**src/rtl/vram_console.sv**
```systemverilog
// Text console front end: turns a byte stream into VRAM cell writes,
// with cursor tracking, hardware scroll via top_row and line/page clears.
module vram_console #(
    parameter int          COLS     = 50,
    parameter int          ROWS     = 15,
    parameter logic [7:0]  DEF_ATTR = 8'h0F
) (
    input  logic        clk_pix,
    input  logic        reset,
    input  logic        in_valid,
    input  logic [7:0]  in_data,
    output logic        in_ready,
    input  logic        attr_we,
    input  logic [7:0]  attr_in,
    output logic        ram_ce,
    output logic [11:0] ram_addr,
    output logic [15:0] ram_data,
    output logic [5:0]  cursor_x,
    output logic [3:0]  cursor_y,
    output logic [3:0]  top_row,
    output logic        busy
);

    typedef enum logic [1:0] {IDLE, WRITE, CLR_LINE, CLR_ALL} state_t;

    state_t      state_q;
    logic [5:0]  x_q;
    logic [3:0]  y_q;
    logic [3:0]  top_q;
    logic [7:0]  attr_q;
    logic        adv_q;
    logic [5:0]  col_q;
    logic        ce_q;
    logic [11:0] addr_q;
    logic [15:0] data_q;

    logic [7:0]  attr_d;
    logic [3:0]  top_d;
    logic [4:0]  row_sum;
    logic [3:0]  phys_row;
    logic [11:0] cur_addr;
    logic [11:0] line_addr;
    logic        accept;
    logic        at_bottom;
    logic        is_print;
    logic        is_cr;
    logic        is_bs;
    logic        is_lf;
    logic        is_ff;

    // A same-cycle attribute load already colours the write being launched.
    assign attr_d    = attr_we ? attr_in : attr_q;
    assign top_d     = (top_q == 4'(ROWS - 1)) ? 4'd0 : top_q + 4'd1;
    assign row_sum   = {1'b0, top_q} + {1'b0, y_q};
    assign phys_row  = (row_sum >= 5'(ROWS)) ? 4'(row_sum - 5'(ROWS))
                                             : row_sum[3:0];
    assign cur_addr  = 12'(32'(phys_row) * COLS + 32'(x_q));
    // After a scroll the freed bottom row is the old top row.
    assign line_addr = 12'(32'(top_q) * COLS);
    assign at_bottom = (y_q == 4'(ROWS - 1));

    assign accept    = in_valid && in_ready;
    assign is_print  = (in_data >= 8'h20) && (in_data <= 8'h7E);
    assign is_cr     = (in_data == 8'h0D);
    assign is_bs     = (in_data == 8'h08);
    assign is_lf     = (in_data == 8'h0A);
    assign is_ff     = (in_data == 8'h0C);

    always_ff @(posedge clk_pix or negedge reset) begin
        if (!reset) begin
            state_q <= IDLE;
            x_q     <= '0;
            y_q     <= '0;
            top_q   <= '0;
            attr_q  <= DEF_ATTR;
            adv_q   <= 1'b0;
            col_q   <= '0;
            ce_q    <= 1'b0;
            addr_q  <= '0;
            data_q  <= '0;
        end else begin
            if (attr_we)
                attr_q <= attr_in;
            case (state_q)
                IDLE: begin
                    ce_q <= 1'b0;
                    if (accept) begin
                        unique case (1'b1)
                            is_print: begin
                                ce_q    <= 1'b1;
                                addr_q  <= cur_addr;
                                data_q  <= {attr_d, 1'b0, in_data[6:0]};
                                adv_q   <= 1'b1;
                                state_q <= WRITE;
                            end
                            is_cr: x_q <= '0;
                            is_bs: begin
                                if (x_q != 6'd0) begin
                                    x_q     <= x_q - 6'd1;
                                    ce_q    <= 1'b1;
                                    addr_q  <= cur_addr - 12'd1;
                                    data_q  <= {attr_d, 8'h20};
                                    adv_q   <= 1'b0;
                                    state_q <= WRITE;
                                end
                            end
                            is_lf: begin
                                x_q <= '0;
                                if (!at_bottom) begin
                                    y_q <= y_q + 4'd1;
                                end else begin
                                    top_q   <= top_d;
                                    ce_q    <= 1'b1;
                                    addr_q  <= line_addr;
                                    data_q  <= {attr_d, 8'h20};
                                    col_q   <= '0;
                                    state_q <= CLR_LINE;
                                end
                            end
                            is_ff: begin
                                ce_q    <= 1'b1;
                                addr_q  <= '0;
                                data_q  <= {attr_d, 8'h20};
                                state_q <= CLR_ALL;
                            end
                            default: ;
                        endcase
                    end
                end
                WRITE: begin
                    ce_q    <= 1'b0;
                    state_q <= IDLE;
                    if (adv_q) begin
                        if (x_q == 6'(COLS - 1)) begin
                            x_q <= '0;
                            if (!at_bottom) begin
                                y_q <= y_q + 4'd1;
                            end else begin
                                top_q   <= top_d;
                                ce_q    <= 1'b1;
                                addr_q  <= line_addr;
                                data_q  <= {attr_d, 8'h20};
                                col_q   <= '0;
                                state_q <= CLR_LINE;
                            end
                        end else begin
                            x_q <= x_q + 6'd1;
                        end
                    end
                end
                CLR_LINE: begin
                    if (col_q == 6'(COLS - 1)) begin
                        ce_q    <= 1'b0;
                        state_q <= IDLE;
                    end else begin
                        col_q  <= col_q + 6'd1;
                        addr_q <= addr_q + 12'd1;
                        data_q <= {attr_d, 8'h20};
                    end
                end
                CLR_ALL: begin
                    if (addr_q == 12'(COLS * ROWS - 1)) begin
                        ce_q    <= 1'b0;
                        x_q     <= '0;
                        y_q     <= '0;
                        top_q   <= '0;
                        state_q <= IDLE;
                    end else begin
                        addr_q <= addr_q + 12'd1;
                        data_q <= {attr_d, 8'h20};
                    end
                end
            endcase
        end
    end

    assign in_ready = (state_q == IDLE) && reset;
    assign busy     = (state_q != IDLE);
    assign ram_ce   = ce_q;
    assign ram_addr = addr_q;
    assign ram_data = data_q;
    assign cursor_x = x_q;
    assign cursor_y = y_q;
    assign top_row  = top_q;

endmodule

```
**config.mk**
```make
export PLATFORM = sky130hd
export DESIGN_NAME = vram_console
export DESIGN_NICKNAME = d
export VERILOG_FILES = /design/src/rtl/vram_console.sv
export SDC_FILE = /design/constraint.sdc
export NUM_CORES = 1
export LEC_CHECK = 0
export CORE_MARGIN = 1
export CORE_UTILIZATION = 50
export DETAILED_ROUTE_END_ITERATION = 16
export DONT_BUFFER_PORTS = 1
export PLACE_DENSITY_LB_ADDON = 0.3
export REMOVE_ABC_BUFFERS = 1
export SLEW_MARGIN = 20
export SYNTH_ARGS = -nofsm -noshare
export SYNTH_HDL_FRONTEND = slang
export SYNTH_SLANG_ARGS = --single-unit
```
**constraint.sdc**
```tcl
create_clock -name clk_pix -period 6.7 [get_ports clk_pix]
set_clock_uncertainty 0.15 [all_clocks]
set_input_delay 1.005 -clock clk_pix [delete_from_list [all_inputs] [get_ports clk_pix]]
set_output_delay 1.005 -clock clk_pix [all_outputs]
set_load 0.005 [all_outputs]
```
Yosys cells after proc, flatten, opt, wreduce, memory -nomap -nowiden
Cells that the tools add are included.

cells by class
  muxes and demuxes = 69
  add/subtract/negate cells = 10
  reductions and logical operators = 18
  equality and inequality tests = 25
  multipliers = 2
  $lt $le $gt $ge = 3

operators by type and width
  kind                                                    number
  case mux 16 bit (4 select lines)                        2
  2-to-1 mux 16 bit                                       7
  case mux 12 bit (4 select lines)                        2
  2-to-1 mux 12 bit                                       7
  2-to-1 mux 6 bit                                        11
  2-to-1 mux 4 bit                                        13
  case mux 6 bit (3 select lines)                         2
  equality test 8 x 4 -> 1 bit (second input constant)    4
  case mux 4 bit (3 select lines)                         2
  AND reduction 6 bit                                     4
  multiplier 4 x 5 -> 9 bit (second input constant)       2
  2-to-1 mux 2 bit                                        8
  != test 2 bit (second input constant)                   8
  case mux 2 bit (4 select lines)                         2
  adder 12 x 1 -> 12 bit (second input constant)          1
  adder 6 x 1 -> 6 bit (second input constant)            2
  equality test 12 x 10 -> 1 bit (second input constant)  1
  equality test 6 bit (second input constant)             2
  case mux 6 bit (2 select lines)                         1
  subtractor 11 x 1 -> 12 bit (second input constant)     1
  adder 10 x 6 -> 11 bit                                  1
  != test 3 bit (second input constant)                   3
  adder 4 x 1 -> 4 bit (second input constant)            2
  equality test 4 bit (second input constant)             2
  other kinds (24)                                        37

word-level totals
  register bits after elaboration = 60
  output and inout port bits = 45
  word-level logic and storage cells = 137

Depth between registers and ports, before layout
Gate-level depths: netlist of run 1.

  depth in word-level cells = 10
  gate-level depth with buffers = 21
  depth with buffers taken out = 20

Least setup slack after synthesis of run 1
Ideal clock, no wire load.

  kind = reg-to-reg
  start point = register top_q[0], in the netlist top_row[0]
  end point = register addr_q[9], in the netlist ram_addr[9]
  required time = 6.430 ns
  setup slack = 1.638 ns
  stages on the path, launching flop included = 19
  buffers on the path = 1
  setup time = 0.120 ns
  arrival = 4.791 ns
  path through = dfrtp_1 ha_1 inv_1 fa_1 inv_1 ha_1 nor2_1 o31ai_1 o21ai_0 ha_1 ha_1 fa_1 xor2_1 nand2_1 or3_1 and2_1 clkbuf_1 or4_1 a41o_1

on the way
  word-level cells in the longest chain between the ends = 10

RTL lines
  element                                                                                RTL line  RTL
  start: declaration                                                                     29        logic [3:0] top_q;
  start signal: assignment                                                               112       top_q <= top_d;
  start signal: assignment                                                               139       top_q <= top_d;
  adder 4 x 4 -> 5 bit                                                                   54        assign row_sum = {1'b0, top_q} + {1'b0, y_q};
  subtractor 4 bit / greater-or-equal comparator 5 x 4 -> 1 bit (equally long branches)  55        assign phys_row = (row_sum >= 5'(ROWS)) ? 4'(row_sum - 5'(ROWS))
  2-to-1 mux 4 bit                                                                       55
  multiplier 4 x 5 -> 9 bit                                                              57        assign cur_addr = 12'(32'(phys_row) * COLS + 32'(x_q));
  adder 10 x 6 -> 11 bit                                                                 57
  subtractor 11 x 1 -> 12 bit                                                            101       addr_q <= cur_addr - 12'd1;
  2-to-1 mux 12 bit                                                                      98        if (x_q != 6'd0) begin
  case mux 12 bit (4 select lines)                                                       88        unique case (1'b1)
  2-to-1 mux 12 bit                                                                      87        if (accept) begin
  case mux 12 bit (4 select lines) (*)                                                   84        case (state_q)
  end signal: assignment                                                                 91        addr_q <= cur_addr;
  end signal: assignment                                                                 101
  end signal: assignment                                                                 114       addr_q <= line_addr;
  end: declaration                                                                       34        logic [11:0] addr_q;

Every way passes the cells marked *; elsewhere a longest branch is shown, timed or not. The select of a mux whose other input is x is not followed.
A chain may end at the register's enable or synchronous reset.

Final worst setup path of run 1
Ends and elaborated chain as after synthesis.

==> results of run 1 <==
==> worst paths after layout <==
kind	start	endpoint	slack [ns]	depth (start not counted)
setup / recovery	top_row[0]$_DFFE_PN0P_	ram_addr[9]$_DFFE_PN0P_	1.12	17
hold / removal	reset	ram_addr[5]$_DFFE_PN0P_	0.18	0
setup reg to reg	top_row[0]$_DFFE_PN0P_	ram_addr[9]$_DFFE_PN0P_	1.12	17
hold reg to reg	adv_q$_DFFE_PN0P_	adv_q$_DFFE_PN0P_	0.34	1
max in group asynchronous	reset	attr_q[1]$_DFF_PN1_	6.02	0
min in group clk_pix	adv_q$_DFFE_PN0P_	adv_q$_DFFE_PN0P_	0.34	1
==> power by group through the flow <==
stage | logic, mW | clock network [mW] | registers (mW)
floorplan | 0.471 | 0 | 0.545
global placement | 0.572 | 0 | 0.584
detailed placement | 0.587 | 0 | 0.589
CTS | 0.594 | 0.311 | 0.582
global route | 0.682 | 0.329 | 0.601
finish | 0.601 | 0.308 | 0.584
==> metrics by stage <==
| step | instance area [sq um] | power, mW | util | hold slack [ns] | instances |
|---|---|---|---|---|---|
| 6_report | 4900 | 1.49 | 0.551 | 0.182 | 640 |
| 4_1_cts | 4900 | 1.49 | 0.551 | 0.179 | 640 |
| 3_5_place_dp | 4730 | 1.18 | 0.532 | 0.326 | 624 |
| 3_3_place_gp | 4730 | 1.16 | 0.532 | 0.313 | 624 |
| 2_1_floorplan | 4580 | 1.02 | - | 0.296 | 515 |
| 5_1_grt | 4900 | 1.61 | 0.551 | 0.168 | 640 |
==> kinds of logic after synthesis <==
family	after synthesis	synth area share
and+or+nand+nor	186	0.194
AOI/OAI and AO/OA	152	0.222
DFF	60	0.322
buffers and inverters	50	0.0430
adders and majority gates	44	0.124
muxes	24	0.0564
xor gates and xnor gates	21	0.0393
==> registers in the layout (all words and copies together) (netlist names) <==
signal / count
ram_data: 16
ram_addr: 12
attr_q: 8
col_q: 6
cursor_x: 6
cursor_y: 4
top_row: 4
state_q: 2
adv_q: 1
ram_ce: 1
==> area by class of cell <==
| type | count | area share |
|---|---|---|
| Clock buffer | 9 | 0.0253 |
| Clock inverter | 7 | 0.0105 |
| Inverter | 28 | 0.0214 |
| Multi-Input combinational cell | 427 | 0.606 |
| Sequential cell | 60 | 0.307 |
| Tap cell | 108 | 0.0276 |
| Timing Repair Buffer | 1 | 0.00153 |
==> cell usage after synthesis (all sizes together) (5+ instances only) <==
cell type / n / area (sq um)
nand2: 64 / 248
nor2: 40 / 150
dfrtp: 56 / 1400
xor2: 11 / 96.3
a21oi: 35 / 175
nor2b: 6 / 37.5
xnor2: 10 / 87.6
a31oi: 6 / 37.5
mux2i: 5 / 50.1
a22o: 7 / 61.3
and2: 6 / 37.5
inv: 28 / 105
ha: 40 / 500
nor3: 14 / 75.1
nand4: 5 / 31.3
mux2: 19 / 214
nand3: 19 / 95.1
and3: 9 / 56.3
o21ai: 41 / 216
a21o: 5 / 37.5
clkbuf: 18 / 67.6
or3: 7 / 43.8
o22ai: 6 / 37.5
o31ai: 11 / 96.3
==> per-layer routing <==
metal / vias to the layer above / track usage / wire, um
met4: 0 / 0.0551 / 153
met3: 13 / 0.0638 / 882
met5: - / 0 / 0
li1: 1939 / - / -
met1: 1955 / 0.348 / 5290
met2: 164 / 0.407 / 5450
==> results.md, run 1 <==
* Outcome: finished, final reports clean
* CP Cell Sequence: ha_1 > inv_1 > fa_1 > inv_1 > ha_1 > nor2_1 > o31ai_1 > o21ai_0 > ha_1 > ha_1 > fa_1 > xor2_1 > nand2_1 > or3_1 > and2_1 > or4_1 > a41o_1
* Family with the most delay on the worst path: adder cells
* Final Hold Viols at 0
* CTS tree: yes
* Power density cells at 305 nW/um^2
* Site Rows at 34
* Hold Crit Class: primary input to asynchronous set/reset pin
* Share of layout cells above drive strength 1 at 0.0959
* Area of the multi-input gates at 2970 sq um
* Crit path time final at 5.58 ns
* First-pass GRT wire length at 19,800 um
* Commonest cells after routing, fill and taps aside: nand2_1 (63), dfrtp_1 (56), nor2_1 (40), o21ai_0 (40), ha_1 (40)
* Seq pwr share at 0.391
* DRT Wirelength at 11,800 um
* Distinct cells, synth at 68
* Num Clock Sinks at 60
* Placer Congestion at 0.929
* Critical path class: flop to flop
* Internal Power at 0.833 mW
* Die ar. at 9750 sq um
* Port Buffer Count at 0
* Worst VDD drop at 0.181 mV
* Sequential cell area at 1510 sq um
* CP max-delay cell: or4_1
* Switching Power at 0.660 mW
* Switching part of the total at 0.442
* Most frequently used flop master after synthesis: dfrtp_1
* Drt drc at 0
* CP peak stage delay at 0.54 ns
* CP endpoint kind: flop
* Core ar. at 8890 sq um
* FFs w/ async S/R, synth at 1.00
* Initial antenna violation count at 0
* Aggregate global routing overflow at 0
* Max frequency at 179 MHz
* Initial Util at 0.526
* Final net count at 591
* Number of I/O pins at 65
* Type of origin of the critical path: flop
* Endpoints failing setup at 0
* Buf/Inv on CP at 2
* Via density at 6.36
* Clock share of power at 0.206
* CTS Hold Bufs at 0
* CTS max path bufs at 2
* Relative slew slack at 0.321
* Clk_lat worst skew at 0.36 ns
* Pre-CTS setup slack at 1.21 ns
* CP most frequent cell: ha_1
* Sequential element share of the synthesized area at 0.322
* Number of fill cells at 840
* Clock transition at path regs at 0.08 ns
* Number of setup buffers added after CTS at 0
* WL per Instance at 18.4 um
* Vias in the first global route at 3,913
* DR pass1 iterations at 6
* RSZ-0062 raised after global routing: false
* Synth Cell Area at 4680 sq um
* Leakage power at 2.12 nW
* Crit Path Max Fanout at 9
* Post-route ant nets at 0
* H-tree depth at 3
* Setup_tns at 0 ns
* Hpwl dp at 8610 um
* CP Data Arrival Time at 5.69 ns
* EDFF count, synth at 0
* Commonest non-fill, non-tap cell in the layout: nand2_1
* Pins over their slew limit at 0
* Synth Register Bits at 60
* Ys Warns at 0
* Worst EP required at 6.81 ns
* Largest net degree at the start of global routing at 64
* Number of diodes at 0
* Die Span X at 98.7 um
* Worst Tran Pin Value at 1.02 ns
* Via count at 4,071
* Syn Inst Count at 537
* GRT Util Overall at 0.254
* DIE HEIGHT at 98.7 um
* Clk root buf: clkbuf_8
* Gate power share at 0.402
* Post-CTS sizing at 0
* TritonCTS buffer count at 9
* Final worst slack at 1.12 ns
* Fin crit share at 0.833
* Syn avg cell area at 8.71 sq um
* Initial DRC Count at 284
* Area grow syn2layout at 4.73%
* Max cap viols at 0
No activity file was read; power rests on OpenSTA's default activity.
==> inputs of run 2 (changes only) <==
clock period = 5.2 ns   (was 6.7 ns; I/O delays follow)
==> run 2 against run 1 <==
Against the previous run: maximum frequency increased by 13%; final cell count increased by 1.4%; non-clock buffer count is 9 higher; utilization grew 1.9 points; worst setup slack worse by 0.85 ns; cell area is 3.4% higher; clock power increased by 42%; critical path depth is the same; critical endpoint unchanged.
==> results.md, run 2 (same netlist as run 1, synthesis figures left out) <==
* R2R depth at 17 (unchanged)
* Initial antenna violation count at 0 (unchanged)
* Drt drc at 0 (unchanged)
* DIE HEIGHT at 98.7 um (unchanged)
* Final net count at 600 (+1.5%)
* Clk_lat worst skew at 0.35 ns (about the same)
* Worst VDD drop at 0.294 mV (+62%)
* Power density cells at 400 nW/um^2 (+31%)
* Number of diodes at 0 (unchanged)
* Clock transition at path regs at 0.08 ns (about the same)
* CP peak stage delay at 0.53 ns (about the same)
* Site Rows at 34 (unchanged)
* Placer Congestion at 0.980 (+5.5%)
* Die Span X at 98.7 um (unchanged)
* CP endpoint kind: flop
* Aggregate global routing overflow at 0 (unchanged)
* Largest net degree at the start of global routing at 57 (-11%)
* Worst Tran Pin Value at 1.06 ns (+0.0489 ns)
* Port Buffer Count at 0 (unchanged)
* Endpoints failing setup at 0 (unchanged)
* GRT Util Overall at 0.258 (+0.00335)
* Pins over their slew limit at 0 (unchanged)
* Initial DRC Count at 279 (-1.8%)
* Outcome: finished, final reports clean
* TritonCTS buffer count at 9 (unchanged)
* Vias in the first global route at 3,966 (+1.4%)
* Setup_tns at 0 ns (unchanged)
* Max frequency at 203 MHz (+13%)
* Final Hold Viols at 0 (unchanged)
* Core ar. at 8890 sq um (unchanged)
* H-tree depth at 3 (unchanged)
* Via density at 6.41 (+0.70%)
* Area grow syn2layout at 8.32%
* Post-route ant nets at 0 (unchanged)
* Critical path class: flop to flop
* Worst EP required at 5.30 ns (-1.51 ns)
* Share of layout cells above drive strength 1 at 0.126 (+0.0298)
* Hold Crit Class: primary input to asynchronous set/reset pin
* CTS tree: yes
* First-pass GRT wire length at 20,000 um (+1.1%)
* CP Cell Sequence: ha_1 > inv_1 > fa_1 > inv_1 > ha_2 > nor2_1 > o31ai_4 > nand2_1 > xor2_2 > ha_1 > fa_2 > xor2_2 > nand2_1 > or3_1 > and2_1 > or4_1 > a41o_1
* Crit Path Max Fanout at 6 (-3)
* RSZ-0062 raised after global routing: false
* Worst reg2reg endpoint: ram_addr[9]$_DFFE_PN0P_
* Die ar. at 9750 sq um (unchanged)
* Commonest non-fill, non-tap cell in the layout: nand2_1
* Via count at 4,157 (+2.1%)
* DR pass1 iterations at 5 (-1)
* Max reg flops at 16 (unchanged)
* WL per Instance at 18.5 um (+0.37%)
* CP max-delay cell: or4_1
* Post-route core utilization at 0.570 (+0.0189)
* Relative slew slack at 0.288 (-0.0327)
* Buf/Inv on CP at 2 (unchanged)
* Hpwl dp at 8700 um (+0.97%)
* Clk root buf: clkbuf_8
* Leakage power at 2.18 nW (+3.0%)
* Number of I/O pins at 65 (unchanged)
* Fin crit share at 0.949 (+0.116)
* Reg2reg start: cursor_y[0]$_DFFE_PN0P_
* Crit path time final at 4.93 ns (-0.647 ns)
* Max cap viols at 0 (unchanged)
* DRT Wirelength at 12,000 um (+1.8%)
* CTS max path bufs at 2 (unchanged)
* Family with the most delay on the worst path: adder cells
* Commonest cells after routing, fill and taps aside: nand2_1 (63), dfrtp_1 (56), nor2_1 (40)
* Type of origin of the critical path: flop
* Num Clock Sinks at 60 (unchanged)
* Initial Util at 0.526 (unchanged)
* Number of setup buffers added after CTS at 0 (unchanged)
* R2R Setup Slk at 0.27 ns (-0.85 ns)
* CP Data Arrival Time at 5.03 ns (-0.66 ns)
* Number of fill cells at 793 (-5.6%)
-- run 2: routing by layer --
metal | track usage | share of wire | vias to the layer above
met5 | 0 | 0 | -
li1 | - | - | 1953
met4 | 0.0769 | 0.013 | 0
met2 | 0.417 | 0.47 | 159
met3 | 0.0596 | 0.068 | 19
met1 | 0.344 | 0.45 | 2026
-- run 2: worst max-delay path by stage --
stage	start	to	cells past startpoint
finish	cursor_y[0]$_DFFE_PN0P_	ram_addr[9]$_DFFE_PN0P_	17
global route	cursor_y[0]$_DFFE_PN0P_	ram_addr[9]$_DFFE_PN0P_	17
global placement	cursor_y[0]$_DFFE_PN0P_	ram_addr[9]$_DFFE_PN0P_	17
detailed placement	cursor_y[0]$_DFFE_PN0P_	ram_addr[9]$_DFFE_PN0P_	17
CTS	cursor_y[0]$_DFFE_PN0P_	ram_addr[9]$_DFFE_PN0P_	17
floorplan	top_row[0]$_DFFE_PN0P_	ram_addr[9]$_DFFE_PN0P_	17
-- run 2: through the flow --
stage | std cells | instance area, sq um | total power [mW] | setup WS, ns | hold WS (ns)
3_3_place_gp | 632 | 4790 | 1.51 | 0.229 | 0.313
2_1_floorplan | 515 | 4580 | 1.31 | 0.220 | 0.296
6_report | 649 | 5070 | 2.03 | 0.265 | 0.116
5_1_grt | 649 | 5070 | 2.18 | 0.0427 | 0.102
4_1_cts | 649 | 5020 | 2.00 | 0.109 | 0.106
3_5_place_dp | 632 | 4790 | 1.54 | 0.0304 | 0.319
-- run 2: what timing repair did --
item / in CTS / in global routing
pin swaps: 0 / 1
resized for setup: 1 / 9
hold buffers: 1 / 0
endpoints found under the setup margin: 1 / 3
cloned: 0 / 0
endpoints found under the hold margin: 56 / 0
-- run 2: area by class of cell --
| class | instances | area, sq um | share of cell area |
|---|---|---|---|
| Multi-Input combinational cell | 427 | 3030 | 0.597 |
| Clock inverter | 7 | 75.1 | 0.0148 |
| Timing Repair Buffer | 10 | 95.1 | 0.0188 |
| Tap cell | 108 | 135 | 0.0267 |
| Inverter | 28 | 105 | 0.0207 |
| Clock buffer | 9 | 124 | 0.0244 |
| Sequential cell | 60 | 1510 | 0.297 |
-- run 2: where the power goes --
| group | total [mW] | switching, mW | internal (mW) |
|---|---|---|---|
| Combinational | 0.842 | 0.490 | 0.352 |
| Sequential | 0.748 | 0.178 | 0.570 |
| Clock | 0.438 | 0.215 | 0.223 |
==> inputs of run 3 (changes only) <==
CAP_MARGIN = 10   (was not set)
CORE_MARGIN = not set   (was 1)
==> results of run 3 <==
Final layout, timing and power as in run 2 (identical DEF).
